===== src/rtl/mips_pkg.sv =====
// Constants and types shared between the ALU and the multiply/divide unit.
package mips_pkg;

   localparam logic [3:0] SEL_MUL = 4'b1000;
   localparam logic [3:0] SEL_DIV = 4'b1010;

   typedef enum logic [1:0] {
      IDLE = 2'd0,
      MUL  = 2'd1,
      DIV  = 2'd2,
      FIN  = 2'd3
   } state_t;

endpackage


===== src/rtl/muldiv_unit.sv =====
// Iterative unsigned multiply (shift-add) / divide (restoring) unit feeding hi/lo.
//
// state | meaning
// IDLE  | waiting for start with a MUL/DIV selector
// MUL   | one shift-add step per cycle, 32 steps
// DIV   | one restoring shift-subtract step per cycle, 32 steps (skipped on divisor 0)
// FIN   | load hi/lo/div_zero, raise done on the next cycle
module muldiv_unit
   import mips_pkg::*;
#(
   parameter int WIDTH = 32
) (
   input  logic             clk,
   input  logic             rst_n,
   input  logic             start,
   input  logic [3:0]       selector,
   input  logic [WIDTH-1:0] Data1,
   input  logic [WIDTH-1:0] Data2,
   output logic             busy,
   output logic             done,
   output logic [WIDTH-1:0] hi,
   output logic [WIDTH-1:0] lo,
   output logic             div_zero
);

   state_t                 r_state;
   state_t                 w_next;
   logic [2*WIDTH-1:0]     r_acc;
   logic [WIDTH-1:0]       r_b;
   logic [4:0]             r_cnt;
   logic                   r_is_div;
   logic                   r_done;
   logic [WIDTH-1:0]       r_hi;
   logic [WIDTH-1:0]       r_lo;
   logic                   r_dz;

   logic                   w_accept;
   logic                   w_last;
   logic                   w_dz;
   logic                   w_ge;
   logic [WIDTH:0]         w_sum;
   logic [WIDTH:0]         w_rem_sh;
   logic [WIDTH:0]         w_diff;

   always_comb begin
      w_accept = start && ((selector == SEL_MUL) || (selector == SEL_DIV));
      w_last   = (r_cnt == 5'd31);
      w_dz     = r_is_div && (r_b == '0);
      // Multiply keeps the multiplier in the low half; the carry lands in the shifted-in bit.
      w_sum    = {1'b0, r_acc[2*WIDTH-1:WIDTH]} + (r_acc[0] ? {1'b0, r_b} : '0);
      w_rem_sh = r_acc[2*WIDTH-1:WIDTH-1];
      w_diff   = w_rem_sh - {1'b0, r_b};
      w_ge     = (w_rem_sh >= {1'b0, r_b});
   end

   always_ff @(posedge clk or negedge rst_n) begin
      if (!rst_n) begin
         r_state <= IDLE;
      end else begin
         r_state <= w_next;
      end
   end

   always_comb begin
      w_next = r_state;
      unique case (r_state)
         IDLE: begin
            if (start && (selector == SEL_MUL)) begin
               w_next = MUL;
            end else if (start && (selector == SEL_DIV)) begin
               w_next = DIV;
            end
         end
         MUL: if (w_last) w_next = FIN;
         DIV: if ((r_b == '0) || w_last) w_next = FIN;
         FIN: w_next = IDLE;
      endcase
   end

   always_comb begin
      busy     = (r_state != IDLE);
      done     = r_done;
      hi       = r_hi;
      lo       = r_lo;
      div_zero = r_dz;
   end

   always_ff @(posedge clk or negedge rst_n) begin
      if (!rst_n) begin
         r_acc    <= '0;
         r_b      <= '0;
         r_cnt    <= '0;
         r_is_div <= 1'b0;
         r_done   <= 1'b0;
         r_hi     <= '0;
         r_lo     <= '0;
         r_dz     <= 1'b0;
      end else begin
         r_done <= 1'b0;
         unique case (r_state)
            IDLE: begin
               if (w_accept) begin
                  r_acc    <= {{WIDTH{1'b0}}, Data1};
                  r_b      <= Data2;
                  r_is_div <= (selector == SEL_DIV);
                  r_cnt    <= '0;
               end
            end
            MUL: begin
               r_acc <= {w_sum, r_acc[WIDTH-1:1]};
               r_cnt <= r_cnt + 5'd1;
            end
            DIV: begin
               // Divisor 0 leaves the dividend untouched so it can be reported as the remainder.
               if (r_b != '0) begin
                  r_acc <= w_ge ? {w_diff[WIDTH-1:0], r_acc[WIDTH-2:0], 1'b1}
                                : {w_rem_sh[WIDTH-1:0], r_acc[WIDTH-2:0], 1'b0};
                  r_cnt <= r_cnt + 5'd1;
               end
            end
            FIN: begin
               r_done <= 1'b1;
               r_dz   <= w_dz;
               if (w_dz) begin
                  r_hi <= r_acc[WIDTH-1:0];
                  r_lo <= {WIDTH{1'b1}};
               end else begin
                  r_hi <= r_acc[2*WIDTH-1:WIDTH];
                  r_lo <= r_acc[WIDTH-1:0];
               end
            end
         endcase
      end
   end

endmodule


===== config.mk =====
export PLATFORM = sky130hd
export DESIGN_NAME = muldiv_unit
export DESIGN_NICKNAME = d
export VERILOG_FILES = /design/src/rtl/mips_pkg.sv /design/src/rtl/muldiv_unit.sv
export SDC_FILE = /design/constraint.sdc
export NUM_CORES = 1
export LEC_CHECK = 0
export BUFFER_PORTS_ARGS = -buffer_cell sky130_fd_sc_hd__buf_2
export CAP_MARGIN = 20
export CORE_UTILIZATION = 60
export DETAILED_ROUTE_END_ITERATION = 16
export HOLD_SLACK_MARGIN = 0.02
export MAX_ROUTING_LAYER = met4
export PLACE_DENSITY = 0.82
export SYNTH_ARGS = -nofsm -noshare
export SYNTH_HDL_FRONTEND = slang
export SYNTH_SLANG_ARGS = --single-unit

===== constraint.sdc =====
create_clock -name clk -period 7 [get_ports clk]
set_input_delay 1.05 -clock clk [delete_from_list [all_inputs] [get_ports clk]]
set_output_delay 1.05 -clock clk [all_outputs]
set_load 0.01 [all_outputs]

* Word level (Yosys, flattened, before mapping)
Index checks and enable logic that the tools add are counted.
** Storage, ports and cells
- Output and inout bits :: 67
- Bits of input ports :: 71
- Register bits :: 170
** Cells by class
- Eq/ne operators :: 11
- $add $sub $neg :: 3
- Mux-type cells :: 16
- $lt $le $gt $ge :: 1
- Reduce and logical (&&, ||, !) cells :: 14
** Operators by type and width (count)
- 2-to-1 mux 64 bit :: 3
- case mux 64 bit (3 select lines) :: 1
- 2-to-1 mux 32 bit :: 3
- adder 32 x 32 -> 33 bit :: 1
- >= comparator 33 x 32 -> 1 bit :: 1
- logical NOT 32 bit :: 1
- nonzero test 32 bit :: 1
- subtractor 32 bit :: 1
- case mux 5 bit (3 select lines) :: 1
- 2-to-1 mux 5 bit :: 2
- equality test 4 bit, second input constant :: 2
- 2-to-1 mux 2 bit :: 4
- != test 2 bit, second input constant :: 4
- case mux 2 bit (4 select lines) :: 1
- AND reduction 3 bit :: 2
- adder 5 x 1 -> 5 bit, second input constant :: 1
- equality test 5 bit, second input constant :: 1
- equality test 2 bit, second input constant :: 2
- logical AND 1 bit :: 4
- != test 3 bit, second input constant :: 1
- nonzero test 3 bit :: 1
- equality test 2 x 1 -> 1 bit, second input constant :: 1
- logical NOT 2 bit :: 1
- logical OR 1 bit :: 2
- 3 further kinds :: 3

* Depth between registers and ports, before layout
Gate-level depths: netlist (run 1).
- Depth after elaboration :: 5
- Depth in mapped cells :: 15
- Gate-level depth less buffers :: 13

* Worst setup path before layout (run 1)
Ideal clock, no wire load.
- Path kind :: register to register
- From :: register r_acc[0]
- To :: register r_acc[59]
- Data arrival time :: 3213 ps
- Stages on the path, launching flop included :: 16
- Period minus slack after synthesis :: 3350 ps
- Path slack :: 3650 ps
- Path through :: dfrtp_1 -> clkbuf_1 -> clkbuf_1 -> and2_1 -> ha_1 -> inv_1 -> fa_1 -> nor2b_1 -> o31ai_1 -> a211oi_1 -> o31ai_4 -> o211ai_2 -> a41oi_2 -> xnor2_1 -> a222oi_1 -> o31ai_1
** On the way
- Cells in the longest elaborated chain, start to end :: 3
** Ends and longest elaborated chain
- from (decl) :: RTL line muldiv_unit.sv:28 : logic [2*WIDTH-1:0] r_acc;
- from (signal assigned) :: RTL line muldiv_unit.sv:103 : r_acc <= {{WIDTH{1'b0}}, Data1};
- from (signal assigned) :: RTL line muldiv_unit.sv:110 : r_acc <= {w_sum, r_acc[WIDTH-1:1]};
- from (signal assigned) :: RTL line muldiv_unit.sv:116 : r_acc <= w_ge ? {w_diff[WIDTH-1:0], r_acc[WIDTH-2:0], 1'b1}
- 2-to-1 mux 32 bit :: RTL line muldiv_unit.sv:50 : w_sum = {1'b0, r_acc[2*WIDTH-1:WIDTH]} + (r_acc[0] ? {1'b0, r_b} : '0);
- adder 32 x 32 -> 33 bit :: RTL line muldiv_unit.sv:50
- case mux 64 bit (3 select lines) :: RTL line muldiv_unit.sv:100 : unique case (r_state)
No other way between the ends.
A chain may end at the register's enable or synchronous reset.

* Worst setup path in the final report (run 1)
Same ends and word-level chain as after synthesis.

==> impl_summary.txt, run 1 <==
----------------------------------------------------
[Die]
  Boundary pin count ... 138
  Placement Rows ... 50
  Floorplan Core Area ... 18,700 um2
  DIE WIDTH ... 140 um
  Die footprint ... 19,700 um2
  Starting Density ... 61.4%
  Vertical die dimension ... 140 um

[Outcome]
  Outcome ... completed

[Power]
  Static leakage ... 6.18 nW
  Power Internal ... 3.79 mW
  Reg power frac ... 26.1%
  Clock share of power ... 12.3%
  Reported net switching power ... 3.87 mW
  Sw Ratio ... 50.5%
  VDD IR max ... 323 uV
  Overall power ... 7.66 mW
  Gate power share ... 61.6%
  Power per unit of standard cell area ... 594 nW/um2

[Synth]
  Mapped Nets ... 1,504
  Most instantiated flip-flop cell in the synthesis netlist ... sky130_fd_sc_hd__dfrtp_1
  Post-Synth XOR/XNOR Area ... 4.12%
  Basic-gate share of the synthesized area counting and, or, nand and nor cells ... 17.3%
  Area fraction in compound gates after synthesis ... 23.7%
  Distinct cell type count after synthesis ... 70
  Cell types with the largest area share after synthesis ... sky130_fd_sc_hd__dfrtp_1 (37%), sky130_fd_sc_hd__ha_1 (7.7%), sky130_fd_sc_hd__nand2_1 (6.0%), sky130_fd_sc_hd__o21ai_0 (4.9%), sky130_fd_sc_hd__nor2_1 (4.8%)
  Number of instances in the synthesized netlist ... 1,360
  Area share of the largest cell type after synthesis ... 37.0%
  FF+latch count, synth ... 170
  Post-synth ARST share ... 100%
  Library cell with the largest summed area after synthesis ... sky130_fd_sc_hd__dfrtp_1
  Syn Std Cell Area ... 11,500 um2
  Count of yosys warnings during synthesis ... 0
  Mux share of post-synthesis cell area ... 5.11%
  Share of synthesized area occupied by flip-flops and latches ... 37.0%
  Arithmetic-cell share of the synthesized area counting full adders, half adders and majority gates ... 8.09%
  EDFF count, synth ... 0
  Avg Cell Area, Syn ... 8.44 um2
  Combinational family with the most area after synthesis ... compound AO/OA/AOI/OAI gates

[Place]
  Pre-CTS setup slack ... 3090 ps
  PortBufs ... 137
  HPWL after detailed placement ... 23.3 mm
  Placer's final routability congestion estimate ... 0.936

[Clock network]
  Bufs on Longest Clock Path ... 2
  Number of buffers inserted by hold repair at cts ... 0
  Number of clock sinks ... 170
  Inserted Clock Buffers ... 17
  Root buffer selected by CTS ... sky130_fd_sc_hd__clkbuf_16
  Post-CTS Setup Inserts ... 0
  Maximum level of the CTS H-tree ... 4
  Quantity of gates resized following cts ... 0
  Clock-pin slew reported for the worst setup and hold paths after clock tree synthesis ... 70 ps
  CTS tree ... built
  Clock latency on the worst-skew pair ... 440 ps

[Worst setup path]
  Type of the setup path with the least slack ... register to register
  Kind of end point of the critical path ... register
  Kind of start point of the critical path ... register
  Cell with the largest stage delay on the worst path ... sky130_fd_sc_hd__a211oi_1
  Maximum fanout encountered on the critical timing path ... 36
  Worst endpoint required time ... 7300 ps
  Cell with the most instances on the worst path ... sky130_fd_sc_hd__o31ai_1
  CP Cell Sequence ... buf_4 -> and2_1 -> ha_1 -> inv_1 -> fa_1 -> nor2b_1 -> o31ai_1 -> a211oi_1 -> o31ai_4 -> o211ai_2 -> a41oi_2 -> xnor2_1 -> a222oi_1 -> o31ai_1
  Crit-path max cell delay ... 570 ps
  WP data arrival ... 4260 ps

[Cells and area]
  Final standard cell utilization of the core ... 69.0%
  Area Overhead vs Synth ... 12.4%
  Multi-input gate area in the final layout ... 6730 um2
  Sequential cell area in the final layout ... 4250 um2
  Ant diodes ... 0
  Share of final-layout standard cells stronger than drive strength 1 ... 17.1%
  Fillers ... 1,519
  Nets ... 1,592

[Global route]
  Vias in the first global route ... 9,848
  GRT Total Usage ... 35.3%
  Antenna violations before repair ... 0
  Largest net degree at the start of global routing ... 114
  Wire length of the first global-routing pass ... 53.1 mm
  GRT overflow ... 0

[Hold path]
  Worst hold-check path type ... register to register

[Route]
  Vias post-DR ... 10.7k
  Remaining design rule violation count ... 0
  Drt initial violations ... 1,033
  Average vias per placed instance ... 6.29
  Avg WL per Cell ... 19.6 um
  Number of optimization iterations in the first detailed-route pass ... 6
  Post-detailed-route count of antenna-violating nets ... 0
  Routed wire length ... 33.2 mm

[Flow run]
  # Max-Cap Violations ... 0

[STA]
  Maximum clock frequency ... 0.252 GHz
  Setup repair after global routing missed its margin ... false
  Setup total negative slack ... 0 ps
  Worst slew margin relative to its limit ... 33.3%
  Post-layout minimum cycle time ... 3970 ps
  Final Setup Violations ... 0
  Min setup slack post-route ... 3030 ps
  Total count of hold-check failures in the final report ... 0
  Actual slew at the worst max-slew pin ... 1000 ps
  WHS ... 510 ps
  Max-slew violation total from the final report ... 0
  Post-route clock period utilization ... 56.7%
  Worst-case clock skew ... 10.5 ps

----------------------------------------------------
==> cell type report <==
| cell class | instances | area share [%] |
|---|---|---|
| Multi-Input combinational cell | 1053 | 52.1 |
| Sequential cell | 170 | 33.0 |
| Timing Repair Buffer | 152 | 6.57 |
| Clock buffer | 18 | 3.33 |
| Tap cell | 234 | 2.27 |
| Inverter | 54 | 1.57 |
| Clock inverter | 14 | 1.16 |
==> critical path: cells and delay by family (launching register included) <==
| kind | cells | cell delay, ps |
|---|---|---|
| XOR/XNOR | 1 | 170 |
| buffers and inverters | 2 | 420 |
| AND/OR/NAND/NOR | 2 | 450 |
| AO/OA/AOI/OAI | 7 | 1870 |
| adder cells (fa/ha/maj) | 2 | 580 |
| flip-flops | 1 | 330 |
==> power by group through the flow <==
stage / sequential, mW / combinational [mW] / clock (mW)
finish: 2.00 / 4.72 / 0.943
global route: 2.05 / 5.18 / 0.987
CTS: 1.98 / 4.64 / 0.952
detailed placement: 1.99 / 4.59 / 0
global placement: 1.97 / 4.52 / 0
floorplan: 1.89 / 3.42 / 0
==> per-stage QoR <==
step,area [um2],instances
floorplan,11500,1360
global placement,12300,1660
global route,12900,1695
CTS,12900,1693
finish,12900,1695
detailed placement,12300,1661
==> Yosys cell counts (3+ instances only) <==
library cell	instances
sky130_fd_sc_hd__inv_1	54
sky130_fd_sc_hd__o221ai_1	3
sky130_fd_sc_hd__nor2_1	148
sky130_fd_sc_hd__and4_1	6
sky130_fd_sc_hd__xnor2_1	33
sky130_fd_sc_hd__o21bai_1	5
sky130_fd_sc_hd__and3_1	6
sky130_fd_sc_hd__and2_1	36
sky130_fd_sc_hd__a22oi_1	42
sky130_fd_sc_hd__mux2_4	3
sky130_fd_sc_hd__a221oi_2	3
sky130_fd_sc_hd__a221oi_1	10
sky130_fd_sc_hd__o21ai_0	113
sky130_fd_sc_hd__nor4_1	12
sky130_fd_sc_hd__a21o_1	38
sky130_fd_sc_hd__o31ai_1	6
sky130_fd_sc_hd__xor2_1	21
sky130_fd_sc_hd__mux2i_1	8
sky130_fd_sc_hd__nand2_1	185
sky130_fd_sc_hd__a211o_1	3
sky130_fd_sc_hd__buf_1	11
sky130_fd_sc_hd__nand4_1	10
sky130_fd_sc_hd__buf_2	5
sky130_fd_sc_hd__nand2b_1	4
sky130_fd_sc_hd__nor2b_1	6
sky130_fd_sc_hd__or2_2	4
sky130_fd_sc_hd__nor3_1	7
sky130_fd_sc_hd__o211ai_1	9
sky130_fd_sc_hd__o21a_1	6
sky130_fd_sc_hd__mux2_2	41
sky130_fd_sc_hd__a21oi_1	102
sky130_fd_sc_hd__clkbuf_1	64
sky130_fd_sc_hd__nand3_1	18
sky130_fd_sc_hd__dfrtp_1	170
sky130_fd_sc_hd__ha_1	71
sky130_fd_sc_hd__a211oi_1	6
sky130_fd_sc_hd__o21ai_1	5
sky130_fd_sc_hd__a31oi_1	43
sky130_fd_sc_hd__a22o_1	3
==> state kept, by name (all words and copies together), names as in the netlist <==
register,cells
r_acc,64
div_zero,1
done,1
r_state,2
hi,32
lo,32
r_is_div,1
r_b,32
r_cnt,5
==> metal layers <==
metal / vias up / routed length [um] / global-route usage, %
met2: 519 / 14900 / 51.8
li1: 5033 / - / -
met5: - / 0 / -
met4: 0 / 596 / 10.4
met1: 5080 / 15100 / 50.5
met3: 37 / 2670 / 5.30
==> layout by cell type, fill, tap and decap left out, types with 4 or more instances in the layout <==
| cell type | n |
|---|---|
| sky130_fd_sc_hd__nand4_1 | 10 |
| sky130_fd_sc_hd__xor2_1 | 21 |
| sky130_fd_sc_hd__nor2_1 | 148 |
| sky130_fd_sc_hd__a211oi_1 | 5 |
| sky130_fd_sc_hd__and4_1 | 6 |
| sky130_fd_sc_hd__o31ai_1 | 6 |
| sky130_fd_sc_hd__nand2_1 | 185 |
| sky130_fd_sc_hd__a221oi_1 | 10 |
| sky130_fd_sc_hd__a21o_1 | 38 |
| sky130_fd_sc_hd__o21ai_0 | 113 |
| sky130_fd_sc_hd__clkinv_4 | 4 |
| sky130_fd_sc_hd__o21bai_1 | 5 |
| sky130_fd_sc_hd__inv_1 | 54 |
| sky130_fd_sc_hd__or2_2 | 4 |
| sky130_fd_sc_hd__and3_1 | 6 |
| sky130_fd_sc_hd__buf_2 | 136 |
| sky130_fd_sc_hd__nor4_1 | 12 |
| sky130_fd_sc_hd__a21oi_1 | 102 |
| sky130_fd_sc_hd__xnor2_1 | 33 |
| sky130_fd_sc_hd__nor2b_1 | 6 |
| sky130_fd_sc_hd__nand3_1 | 18 |
| sky130_fd_sc_hd__a22oi_1 | 42 |
| sky130_fd_sc_hd__ha_1 | 68 |
| sky130_fd_sc_hd__clkbuf_16 | 17 |
| sky130_fd_sc_hd__o211ai_1 | 9 |
| sky130_fd_sc_hd__dfrtp_1 | 170 |
| sky130_fd_sc_hd__nand2b_1 | 4 |
| sky130_fd_sc_hd__mux2i_1 | 8 |
| sky130_fd_sc_hd__nor3_1 | 7 |
| sky130_fd_sc_hd__a31oi_1 | 43 |
| sky130_fd_sc_hd__buf_4 | 12 |
| sky130_fd_sc_hd__mux2_2 | 41 |
| sky130_fd_sc_hd__o21ai_1 | 4 |
| sky130_fd_sc_hd__inv_8 | 6 |
| sky130_fd_sc_hd__and2_1 | 35 |
| sky130_fd_sc_hd__o21a_1 | 6 |
==> worst paths after layout <==
check                                startpoint               endpoint  slack, ps  cells after the start
setup / recovery           r_acc[0]$_DFFE_PN0P_  r_acc[59]$_DFFE_PN0P_       3030                     14
hold / removal             r_cnt[4]$_DFFE_PN0P_   r_cnt[4]$_DFFE_PN0P_        510                      2
setup reg to reg           r_acc[0]$_DFFE_PN0P_  r_acc[59]$_DFFE_PN0P_       3030                     14
hold reg to reg            r_cnt[4]$_DFFE_PN0P_   r_cnt[4]$_DFFE_PN0P_        510                      2
max in group asynchronous                 rst_n    r_b[31]$_DFFE_PN0P_       5250                      2
min in group asynchronous                 rst_n      lo[4]$_DFFE_PN0P_        540                      1
==> logic make-up (layout without fill, tap and decap cells) <==
logic type	after synthesis	count (layout)
adders and majority gates	73	73
buffers and inverters	137	238
DFF	170	170
xor gates and xnor gates	54	54
AOI/OAI and AO/OA	424	424
muxes	52	52
and+or+nand+nor	450	450
Note: power is estimated with default switching activity, not from simulation.
==> run 2, diff against run 1 <==
Clock period 7 ns to 3.8 ns, I/O delays scaled along.
==> run 2 against run 1 <==
Net effect:
- combinational power increased by 87%
- critical path depth down 1
- worst hold slack got worse by 360 ps
- cell area rose by 1.1%
- highest routed layer unchanged
- critical path type unchanged
- sequential power rose by 85%
- setup slack worse by 2900 ps
==> impl_summary.txt, run 2 (synthesized netlist as in run 1, its figures left out) <==
----------------------------------------------------
[Worst setup path]
  Largest delay share family, worst path ... compound AO/OA/AOI/OAI gates
  Crit-path max cell delay ... 580 ps
  Worst reg2reg startpoint ... r_acc[31]$_DFFE_PN0P_
  Type of the setup path with the least slack ... register to register
  Worst endpoint required time ... 4110 ps
  Cell with the largest stage delay on the worst path ... sky130_fd_sc_hd__a2111oi_1
  Maximum fanout encountered on the critical timing path ... 4
  Combined buffer and inverter count along the critical path ... 2
  WP data arrival ... 3980 ps
  Launching instance or port of the critical path ... r_acc[31]$_DFFE_PN0P_
  Kind of end point of the critical path ... register
  Kind of start point of the critical path ... register
  CP Cell Sequence ... inv_1 -> ha_1 -> inv_1 -> fa_1 -> a21o_1 -> a2111oi_1 -> nor2_1 -> a21oi_2 -> o21ai_0 -> xor2_1 -> mux2_4 -> a221oi_2 -> nor2_1

[Route]
  Vias post-DR ... 10.8k
  Remaining design rule violation count ... 0
  Routed wire length ... 32.9 mm
  Avg WL per Cell ... 19.2 um
  Drt initial violations ... 945
  Number of optimization iterations in the first detailed-route pass ... 6
  Average vias per placed instance ... 6.28
  Post-detailed-route count of antenna-violating nets ... 0

[Die]
  DIE WIDTH ... 140 um
  Boundary pin count ... 138
  Starting Density ... 61.4%
  Floorplan Core Area ... 18,700 um2
  Die footprint ... 19,700 um2
  Vertical die dimension ... 140 um
  Placement Rows ... 50

[Global route]
  Wire length of the first global-routing pass ... 52.6 mm
  GRT Total Usage ... 35.0%
  GRT overflow ... 0
  Vias in the first global route ... 9,884
  Antenna violations before repair ... 0
  Largest net degree at the start of global routing ... 83

[Cells and area]
  Largest register FFs ... 64
  Sequential cell area in the final layout ... 4260 um2
  Share of final-layout standard cells stronger than drive strength 1 ... 18.3%
  Area Overhead vs Synth ... 13.6%
  Fillers ... 1,504
  Final standard cell utilization of the core ... 69.7%
  Nets ... 1,608
  Leading cell types in the layout, fill and taps excluded ... sky130_fd_sc_hd__nand2_1 (185), sky130_fd_sc_hd__dfrtp_1 (169), sky130_fd_sc_hd__nor2_1 (148)
  Register with the most flip-flops ... r_acc
  Leading cell type in the layout, fill and taps excluded ... sky130_fd_sc_hd__nand2_1
  Multi-input gate area in the final layout ... 6740 um2
  Ant diodes ... 0

[STA]
  Worst-case clock skew ... 9.41 ps
  Actual slew at the worst max-slew pin ... 793 ps
  Total count of hold-check failures in the final report ... 0
  Worst slew margin relative to its limit ... 47.1%
  Post-route clock period utilization ... 96.5%
  Final Setup Violations ... 0
  Max-slew violation total from the final report ... 0
  Post-layout minimum cycle time ... 3670 ps
  Setup total negative slack ... 0 ps
  Setup repair after global routing missed its margin ... false
  Maximum clock frequency ... 0.273 GHz

[Clock network]
  Bufs on Longest Clock Path ... 2
  Clock-pin slew reported for the worst setup and hold paths after clock tree synthesis ... 80 ps
  Root buffer selected by CTS ... sky130_fd_sc_hd__clkbuf_16
  Inserted Clock Buffers ... 17
  Number of clock sinks ... 170
  Maximum level of the CTS H-tree ... 4
  CTS tree ... built
  Clock latency on the worst-skew pair ... 440 ps
  Number of buffers inserted by hold repair at cts ... 0

[Outcome]
  Outcome ... completed

[Place]
  HPWL after detailed placement ... 23.6 mm
  Placer's final routability congestion estimate ... 0.998
  PortBufs ... 137

[Power]
  VDD IR max ... 819 uV
  Clock share of power ... 12.3%
  Power Internal ... 7.12 mW
  Reported net switching power ... 7.14 mW
  Sw Ratio ... 50.1%
  Gate power share ... 61.9%
  Static leakage ... 6.27 nW
  Power per unit of standard cell area ... 1090 nW/um2
  Reg power frac ... 25.9%

[Flow run]
  # Max-Cap Violations ... 0

[Hold path]
  Worst hold-check path type ... input pin to asynchronous set/reset pin

----------------------------------------------------
==> run 2: worst paths after layout <==
kind	endpoint	slack, ps	cells after the start
hold / removal	lo[6]$_DFFE_PN0P_	150	1
setup reg to reg	r_acc[52]$_DFFE_PN0P_	130	13
min in group clk	r_b[14]$_DFFE_PN0P_	360	2
hold reg to reg	r_cnt[4]$_DFFE_PN0P_	500	2
setup / recovery	r_acc[52]$_DFFE_PN0P_	130	13
max in group asynchronous	lo[0]$_DFFE_PN0P_	2670	2
==> run 2: power groups by stage <==
| stage | sequential (mW) | clock, mW | combinational (mW) |
|---|---|---|---|
| after floorplan | 3.47 | 0 | 6.29 |
| after global placement | 3.66 | 0 | 8.43 |
| after detailed placement | 3.67 | 0 | 8.60 |
| after CTS | 3.64 | 1.75 | 8.67 |
| after global routing | 3.77 | 1.82 | 9.73 |
| final | 3.69 | 1.75 | 8.82 |
==> run 2: timing repair <==
item,CTS,global route
resized for setup,0,5
buffers inserted,0,0
setup endpoints to repair,0,7
==> run 2: routing by layer <==
layer | wire length, um | global-route usage [%] | vias to the layer above
met5 | 0 | - | -
met4 | 856 | 11.4 | 0
met3 | 2830 | 5.37 | 69
met2 | 14600 | 52.9 | 503
met1 | 14600 | 48.1 | 5119
li1 | - | - | 5059
==> run 2: stage by stage <==
stage	hold WS [ps]	instances	power [mW]	setup WS (ps)	area, um2
6_report	152	1711	14.3	134	13000
5_1_grt	237	1711	15.3	0.188	13000
4_1_cts	205	1711	14.1	76.8	13000
3_5_place_dp	478	1679	12.3	162	12400
3_3_place_gp	456	1679	12.1	193	12400
2_1_floorplan	274	1360	9.77	450	11500
==> run 2: area by class of cell <==
cell class / instances / share of cell area, %
clock buffer: 18 / 3.37
clock inverter: 14 / 1.12
inverter: 54 / 1.55
multi-input combinational: 1053 / 51.7
sequential: 170 / 32.6
tap: 234 / 2.24
timing repair buffer: 168 / 7.38
==> run 2: worst reg2reg max path, delay by kind of cell, from the launching register on <==
kind                     cells  cell delay (ps)
buffers and inverters        2              160
multiplexers                 1              320
AND/OR/NAND/NOR              2              220
AO/OA/AOI/OAI                5             1640
flip-flops                   1              410
XOR/XNOR                     1              240
adder cells (fa/ha/maj)      2              580
==> run 3, diff against run 2 <==
Settings changed: SETUP_SLACK_MARGIN from default to 0.15.
==> run 3 against run 2 <==
Net effect:
- sequential power hardly changed
- global-route usage unchanged
- register-to-register slack gained 110 ps
- setup slack better by 110 ps
- clock-buffer cell count is the same
- combinational power increased by 0.6%
- critical path depth stayed put
- critical path type unchanged
- critical endpoint unchanged
==> impl_summary.txt, run 3 (synthesized netlist as in run 1, its figures left out) <==
----------------------------------------------------
[Outcome]
  Outcome ... completed

[Die]
  Boundary pin count ... 138
  Floorplan Core Area ... 18,700 um2
  Starting Density ... 61.4%
  Vertical die dimension ... 140 um
  DIE WIDTH ... 140 um
  Die footprint ... 19,700 um2
  Placement Rows ... 50

[STA]
  Actual slew at the worst max-slew pin ... 791 ps
  Post-layout minimum cycle time ... 3560 ps
  Worst-case clock skew ... 8.31 ps
  WHS ... 149 ps
  Maximum clock frequency ... 0.281 GHz
  Max-slew violation total from the final report ... 0
  Setup repair after global routing missed its margin ... false
  Post-route clock period utilization ... 93.6%
  Worst slew margin relative to its limit ... 47.3%
  Total count of hold-check failures in the final report ... 0
  Setup total negative slack ... 0 ps
  Final Setup Violations ... 0

[Worst setup path]
  Worst endpoint required time ... 4120 ps
  Worst reg2reg startpoint ... r_acc[31]$_DFFE_PN0P_
  Maximum fanout encountered on the critical timing path ... 4
  Launching instance or port of the critical path ... r_acc[31]$_DFFE_PN0P_
  Kind of start point of the critical path ... register
  Type of the setup path with the least slack ... register to register
  WP data arrival ... 3870 ps
  Kind of end point of the critical path ... register

[Clock network]
  Number of clock sinks ... 170
  Clock latency on the worst-skew pair ... 430 ps
  Bufs on Longest Clock Path ... 2
  Clock-pin slew reported for the worst setup and hold paths after clock tree synthesis ... 80 ps
  Post-CTS Setup Inserts ... 0
  CTS tree ... built
  Maximum level of the CTS H-tree ... 4
  Root buffer selected by CTS ... sky130_fd_sc_hd__clkbuf_16
  Inserted Clock Buffers ... 17

[Route]
  Average vias per placed instance ... 6.31
  Remaining design rule violation count ... 0
  Number of optimization iterations in the first detailed-route pass ... 6
  Vias post-DR ... 10.8k
  Avg WL per Cell ... 19.2 um
  Post-detailed-route count of antenna-violating nets ... 0
  Drt initial violations ... 1,027
  Routed wire length ... 32.9 mm

[Cells and area]
  Share of final-layout standard cells stronger than drive strength 1 ... 18.5%
  Register with the most flip-flops ... r_acc
  Post-layout instance area ... 13,100 um2
  Fillers ... 1,501
  Largest register FFs ... 64
  Nets ... 1,608
  Leading cell types in the layout, fill and taps excluded ... sky130_fd_sc_hd__nand2_1 (185), sky130_fd_sc_hd__dfrtp_1 (169), sky130_fd_sc_hd__nor2_1 (148)
  Area Overhead vs Synth ... 13.8%
  Final standard cell utilization of the core ... 69.8%
  Leading cell type in the layout, fill and taps excluded ... sky130_fd_sc_hd__nand2_1
  Ant diodes ... 0

[Power]
  Reported net switching power ... 7.17 mW
  Sw Ratio ... 50.1%
  Power Internal ... 7.14 mW
  Clock share of power ... 12.2%
  Reg power frac ... 25.8%
  Static leakage ... 6.28 nW
  Overall power ... 14.3 mW
  Power per unit of standard cell area ... 1100 nW/um2
  Gate power share ... 62.0%
  VDD IR max ... 821 uV

[Flow run]
  # Max-Cap Violations ... 0

[Place]
  Placer's final routability congestion estimate ... 0.998
  PortBufs ... 137
  HPWL after detailed placement ... 23.6 mm
  Placed inst area ... 12,400 um2

[Global route]
  Antenna violations before repair ... 0
  GRT Total Usage ... 35.0%
  GRT overflow ... 0
  Wire length of the first global-routing pass ... 52.6 mm
  Largest net degree at the start of global routing ... 83
  Vias in the first global route ... 9,884

[Hold path]
  Worst hold-check path type ... input pin to asynchronous set/reset pin

----------------------------------------------------
[run 3: power groups by stage]
stage | clock (mW) | sequential, mW | combinational [mW]
floorplan | 0 | 3.47 | 6.29
global placement | 0 | 3.66 | 8.43
detailed placement | 0 | 3.67 | 8.60
CTS | 1.75 | 3.64 | 8.68
global route | 1.82 | 3.77 | 9.77
finish | 1.75 | 3.69 | 8.87
[run 3: stage by stage]
step,std cells,setup WS (ps)
CTS,1711,177
floorplan,1360,450
global placement,1679,193
global route,1711,132
finish,1711,244
detailed placement,1679,162
[run 3: timing repair]
action / 4_1_cts / 5_1_grt
hold buffers: 0 / 0
pin swaps: 0 / 1
cloned: 0 / 0
endpoints found under the setup margin: 2 / 18
resized for setup: 1 / 8
[run 3: final timing paths]
| path | endpoint | slack [ps] | cells after the start |
|---|---|---|---|
| setup / recovery | r_acc[52]$_DFFE_PN0P_ | 240 | 13 |
| hold / removal | lo[6]$_DFFE_PN0P_ | 150 | 1 |
| setup reg to reg | r_acc[52]$_DFFE_PN0P_ | 240 | 13 |
| hold reg to reg | r_cnt[4]$_DFFE_PN0P_ | 500 | 2 |
| max in group asynchronous | r_b[31]$_DFFE_PN0P_ | 2670 | 2 |
| min in group clk | r_b[14]$_DFFE_PN0P_ | 360 | 2 |
[run 3: area by class of cell]
cell class / count / area [um2] / area share (%)
Multi-Input combinational cell: 1053 / 6760 / 51.8
Inverter: 54 / 203 / 1.55
Clock inverter: 14 / 146 / 1.12
Clock buffer: 18 / 439 / 3.36
Timing Repair Buffer: 168 / 962 / 7.37
Sequential cell: 170 / 4260 / 32.6
Tap cell: 234 / 293 / 2.24
[run 3: worst max-delay path: stages (launching register included)]
cell	delay (ps)
sky130_fd_sc_hd__dfrtp_1	410
sky130_fd_sc_hd__inv_1	110
sky130_fd_sc_hd__ha_1	180
sky130_fd_sc_hd__inv_1	50
sky130_fd_sc_hd__fa_1	400
sky130_fd_sc_hd__a21o_1	220
sky130_fd_sc_hd__a2111oi_2	460
sky130_fd_sc_hd__nor2_1	130
sky130_fd_sc_hd__a21oi_2	320
sky130_fd_sc_hd__o21ai_0	280
sky130_fd_sc_hd__xor2_1	240
sky130_fd_sc_hd__mux2_4	320
sky130_fd_sc_hd__a221oi_2	260
sky130_fd_sc_hd__nor2_1	70
[run 3: per-layer routing]
layer	vias up	part of all wire [%]	global-route usage, %
met5	-	0	-
met4	0	2.6	11.4
met3	64	8.9	5.37
li1	5059	-	-
met2	523	44	52.9
met1	5146	44	48.1
